[config.mk]
export PLATFORM = sky130hd
export DESIGN_NAME = uart_tx_buf
export DESIGN_NICKNAME = d
export VERILOG_FILES = /design/src/rtl/uart_tx_buf.sv
export SDC_FILE = /design/constraint.sdc
export NUM_CORES = 1
export LEC_CHECK = 0
export ABC_AREA = 1
export BUFFER_PORTS_ARGS = -buffer_cell sky130_fd_sc_hd__buf_2
export CAP_MARGIN = 20
export CORE_ASPECT_RATIO = 1.1
export CORE_UTILIZATION = 60
export CTS_CLUSTER_SIZE = 40
export DETAILED_ROUTE_END_ITERATION = 8
export GPL_ROUTABILITY_DRIVEN = 0
export HOLD_SLACK_MARGIN = 0.08
export PLACE_DENSITY = 0.77
export SLEW_MARGIN = 20
export SYNTH_ARGS = -nofsm -noshare
export SYNTH_HDL_FRONTEND = slang
export SYNTH_SLANG_ARGS = --single-unit
[constraint.sdc]
create_clock -name sys_clk -period 3.1 [get_ports sys_clk]
set_clock_uncertainty 0.1 [all_clocks]
set_input_delay 0.31 -clock sys_clk [delete_from_list [all_inputs] [get_ports sys_clk]]
set_output_delay 0.31 -clock sys_clk [all_outputs]
set_load 0.02 [all_outputs]
[src/rtl/uart_tx_buf.sv]
// rtl/uart_tx_buf.sv - buffered UART transmitter: byte FIFO feeding an 8N1 serializer
module uart_tx_buf #(
   parameter int BAUD_CNT_MAX = 5,
   parameter int FIFO_DEPTH   = 16
) (
   input  logic       sys_clk,
   input  logic       sys_rst_n,
   input  logic [7:0] pi_data,
   input  logic       pi_flag,
   output logic       full,
   output logic       ovf,
   output logic       busy,
   output logic       tx
);

   localparam int AW = $clog2(FIFO_DEPTH);
   localparam int BW = $clog2(BAUD_CNT_MAX);
   localparam logic [BW-1:0] BAUD_LAST = BW'(BAUD_CNT_MAX - 1);
   localparam logic [AW:0]   DEPTH_CNT = (AW + 1)'(FIFO_DEPTH);

   typedef enum logic [1:0] {
      S_IDLE  = 2'd0,
      S_START = 2'd1,
      S_DATA  = 2'd2,
      S_STOP  = 2'd3
   } state_t;

   state_t          r_state;
   state_t          w_state_nxt;
   logic [BW-1:0]   r_baud;
   logic [BW-1:0]   w_baud_nxt;
   logic [2:0]      r_bit;
   logic [2:0]      w_bit_nxt;
   logic [7:0]      r_shift;
   logic            r_tx;
   logic            w_tx_nxt;
   logic            r_ovf;
   logic [7:0]      r_mem [FIFO_DEPTH];
   logic [AW-1:0]   r_wr_ptr;
   logic [AW-1:0]   r_rd_ptr;
   logic [AW:0]     r_count;
   logic            w_full;
   logic            w_wr;
   logic            w_pop;
   logic            w_baud_last;
   logic            w_have_data;

   // full comes from the registered count only, so a pop never frees room for a same-cycle write
   assign w_full      = (r_count == DEPTH_CNT);
   assign w_wr        = pi_flag & ~w_full;
   assign w_have_data = (r_count != '0);
   assign w_baud_last = (r_baud == BAUD_LAST);

   assign full = w_full;
   assign ovf  = r_ovf;
   assign busy = (r_state != S_IDLE);
   assign tx   = r_tx;

   // FSM next state, baud/bit counters, pop request and the next line level
   always_comb begin
      w_state_nxt = r_state;
      w_baud_nxt  = r_baud + BW'(1);
      w_bit_nxt   = r_bit;
      w_pop       = 1'b0;
      w_tx_nxt    = 1'b1;
      case (r_state)
         S_IDLE: begin
            w_baud_nxt = '0;
            if (w_have_data) begin
               w_pop       = 1'b1;
               w_state_nxt = S_START;
            end
         end
         S_START: begin
            if (w_baud_last) begin
               w_baud_nxt  = '0;
               w_bit_nxt   = 3'd0;
               w_state_nxt = S_DATA;
            end
         end
         S_DATA: begin
            if (w_baud_last) begin
               w_baud_nxt = '0;
               if (r_bit == 3'd7) begin
                  w_state_nxt = S_STOP;
               end else begin
                  w_bit_nxt = r_bit + 3'd1;
               end
            end
         end
         S_STOP: begin
            if (w_baud_last) begin
               w_baud_nxt = '0;
               // back-to-back frames: reload straight into START with no idle gap
               if (w_have_data) begin
                  w_pop       = 1'b1;
                  w_state_nxt = S_START;
               end else begin
                  w_state_nxt = S_IDLE;
               end
            end
         end
         default: begin
            w_baud_nxt  = '0;
            w_state_nxt = S_IDLE;
         end
      endcase
      // line level is decided from where the FSM is going so tx can be a plain register
      case (w_state_nxt)
         S_START: w_tx_nxt = 1'b0;
         S_DATA:  w_tx_nxt = r_shift[w_bit_nxt];
         default: w_tx_nxt = 1'b1;
      endcase
   end

   // FSM state, counters, shift register and the registered line output
   always_ff @(posedge sys_clk or negedge sys_rst_n) begin
      if (!sys_rst_n) begin
         r_state <= S_IDLE;
         r_baud  <= '0;
         r_bit   <= 3'd0;
         r_shift <= 8'd0;
         r_tx    <= 1'b1;
      end else begin
         r_state <= w_state_nxt;
         r_baud  <= w_baud_nxt;
         r_bit   <= w_bit_nxt;
         r_tx    <= w_tx_nxt;
         if (w_pop) begin
            r_shift <= r_mem[r_rd_ptr];
         end
      end
   end

   // FIFO pointers, occupancy and the dropped-write pulse
   always_ff @(posedge sys_clk or negedge sys_rst_n) begin
      if (!sys_rst_n) begin
         r_wr_ptr <= '0;
         r_rd_ptr <= '0;
         r_count  <= '0;
         r_ovf    <= 1'b0;
      end else begin
         r_ovf <= pi_flag & w_full;
         if (w_wr) begin
            r_wr_ptr <= r_wr_ptr + AW'(1);
         end
         if (w_pop) begin
            r_rd_ptr <= r_rd_ptr + AW'(1);
         end
         case ({w_wr, w_pop})
            2'b10:   r_count <= r_count + (AW + 1)'(1);
            2'b01:   r_count <= r_count - (AW + 1)'(1);
            default: r_count <= r_count;
         endcase
      end
   end

   // FIFO storage; contents are don't-care while the count says empty
   always_ff @(posedge sys_clk) begin
      if (w_wr) begin
         r_mem[r_wr_ptr] <= pi_data;
      end
   end

endmodule
==> results_dict.tcl <==
set metrics [dict create \
    first_iter_violations 543 \
    setup_tns_ns 0 \
    grt_pass1_wl_mm 22.9 \
    postSynthAreaPerCell_um2 11.9 \
    detail-route-antenna-nets 0 \
    layout_commonest_cell "edfxtp_1" \
    dpl_cell_area_um2 7040 \
    antenna_found_initial 0 \
    clk_path_buf_depth 2 \
    sw_frac_of_total_pct 24.0 \
    worst_r2r_startpoint "r_state[0]" \
    critPathArrivalTime_ns 2.97 \
    required_ns 3.34 \
    drc_errors 0 \
    yosysUniqueCellTypes 39 \
    synth_warnings 0 \
    cts_buffers 17 \
    r2r_end "r_count[4]" \
    antenna_cells 0 \
    async_flop_share_pct 19.5 \
    grt_overflow 0 \
    layout_worst_path_cycle_share_pct 88.0 \
    multiInputGateArea_um2 1940 \
    row_count 40 \
    internal-power_w 0.00402 \
    die_y_um 114 \
    hp-class "input port to flip-flop" \
    syn_to_final_growth_pct 11.4 \
    hpwl_mm 8.85 \
    cts_setup_buffers 0 \
    syn_nets 606 \
    die_w_um 104 \
    peakVddDrop_uv 384 \
    syn_area_um2 6890 \
    setup_viol 0 \
    post_cts_resized 0 \
    synth_ff_type "edfxtp_1" \
    grt_pass1_vias 4449 \
    comb_power_share_pct 9.3 \
    clkSlewWorstSetupHoldPaths_ns 0.06 \
    hold_viol_final 0 \
    cts_max_level 4 \
    setup.worst_path.end_class "flip-flop" \
    final_net_count 619 \
    core_area_um2 11100 \
    rsz0062_at_grt "false" \
    cp-start-kind "flip-flop" \
    fill_cells 775 \
    p_leak_nw 2.79 \
    final_cell_mix "edfxtp_1, nor2_1, o21ai_0" \
    cap_violations 0 \
    grt_usage_pct 25.7 \
    period_minus_slack_ns 2.73 \
    final_cell_area_um2 7670 \
    max-slew-margin-rel_pct 33.9 \
    holdPathStages 1 \
    max_freq_mhz 367 \
    status "finished, final reports clean" \
    maxSlewViolCount 0 \
    critical_path_class "flip-flop to flip-flop" \
    slowest_delay_ns 0.42 \
    p_total_w 0.00529 \
    hold_buffers 2 \
    clock_sinks 159 \
    holdWs_ns 0.202 \
    slowest_stage "dfrtp_1" \
    start_util_pct 62.3 \
    first_pass_iters 5 \
    clock-root-buffer "clkbuf_16" \
    worst_slew_pin_slew_ns 0.992 \
    p_sw_w 0.00127 \
    yosysSeqAreaShare_pct 67.0 \
    powerDensity_nw_per_um2 689 \
    cts_tree "done" \
    vias 4479 \
    hp-start "pi_data[2]" \
    crit_chain "inv_1 > ha_1 > nand2_1 > a21oi_4 > ha_1 > inv_1 > fa_1 > inv_1 > a21oi_1 > nor2_1 > nor2_1 > nand2_1 > nand2_1 > nor2_1 > xor2_1" \
    power.share.sequential_pct 49.7 \
    die-area_um2 11900 \
    wl_mm 14.4 \
    drive_gt1_share_pct 12.9 \
    synth-edff-count 128 \
    critPathMaxFanout 7 \
    rrSetupSlack_ns 0.37 \
    ios 15 \
    min_to "r_mem[4][2]" \
    clk_latency_ns 0.41 \
    r2r_cells 15 \
    grt_max_degree 68 \
    via_per_inst 5.96 \
    port_buffers 14 \
    synth-seq-cells 159 \
    syn_inst 578 \
    clkPwrFrac_pct 40.9 \
    seqCellArea_um2 4620 \
    wl_per_cell_um 19.2 \
]
layout make-up:
| type | count | area share, % |
|---|---|---|
| sequential | 159 | 60.2 |
| multi-input combinational | 348 | 25.3 |
| clock buffer | 18 | 5.59 |
| clock inverter | 14 | 2.48 |
| tap | 147 | 2.40 |
| inverter | 44 | 2.23 |
| timing repair buffer | 21 | 1.83 |
sequential cells by signal (all words and copies together), names as in the netlist:
signal and count:
r_mem 128, tx 1, r_shift 8, r_wr_ptr 4
r_count 5, ovf 1, r_baud 3, r_state 2
r_rd_ptr 4, r_bit 3
per-layer routing:
layer | global-route usage [%] | share of wire (%) | up-vias
met5 | 0 | 0 | -
met2 | 42.0 | 49 | 193
li1 | - | - | 2084
met3 | 4.89 | 7.4 | 30
met1 | 34.3 | 41 | 2172
met4 | 10.5 | 2.4 | 0
through the flow:
stage	worst slack, ns	cells	util (%)
3_3_place_gp	0.583	717	63.6
6_report	0.373	751	69.4
5_1_grt	0.134	751	69.4
2_1_floorplan	0.508	578	-
4_1_cts	0.381	751	69.4
3_5_place_dp	0.392	717	63.6
synthesized netlist by cell type (2+ instances only):
cell	count	area (um2)
inv_2	4	15.0
nand3_1	20	100
xor2_1	8	70.1
a31oi_1	8	50.1
buf_2	12	60.1
o21ai_0	64	320
o22ai_1	8	50.1
nand2_4	2	22.5
xnor2_1	2	17.5
buf_6	4	45.0
nor2_1	107	402
nor3_1	2	10.0
inv_1	37	139
o21ai_1	17	85.1
edfxtp_1	128	3840
buf_4	3	22.5
nand2_2	9	56.3
o211ai_2	4	50.1
nand2_1	37	139
clkbuf_1	4	15.0
nand4_1	2	12.5
clkbuf_2	3	15.0
o221ai_1	14	123
ha_1	16	200
nand3_2	2	20.0
dfrtp_1	30	751
a21oi_1	6	30.0
o211ai_1	14	105
worst max-delay path, delay by kind of cell, from the launching register on:
family | cells | cell delay [ns]
flip-flops | 1 | 0.42
AND/OR/NAND/NOR | 6 | 0.51
buffers and inverters | 3 | 0.33
adder cells (fa/ha/maj) | 3 | 0.92
AO/OA/AOI/OAI | 2 | 0.24
XOR/XNOR | 1 | 0.14
logic make-up (layout without fill, tap and decap cells):
group           Yosys count  in the layout  share of synthesized area (%)
simple gates            183            183                           11.3
flops                   159            159                           67.0
compound gates          138            138                           12.3
buf+inv                  71             97                           4.83
fa+ha+maj                17             17                           3.20
xor+xnor                 10             10                           1.27
power groups by stage:
stage	registers, W	logic [W]	clock network (W)
after global placement	0.00266	0.000463	0
after detailed placement	0.00267	0.000488	0
after floorplan	0.00265	0.000327	0
final	0.00263	0.000494	0.00217
after global routing	0.00265	0.000556	0.00227
after CTS	0.00263	0.000496	0.00217
worst max path at each step:
stage	start	end	slack [ns]	cells after the start
floorplan	r_baud[0]	r_count[4]	0.51	18
global placement	r_baud[0]	r_count[4]	0.58	17
detailed placement	r_state[0]	r_count[4]	0.39	15
CTS	r_state[0]	r_count[4]	0.38	15
global route	r_state[0]	r_count[4]	0.13	15
finish	r_state[0]	r_count[4]	0.37	15
Note: power is estimated with default switching activity, not from simulation.
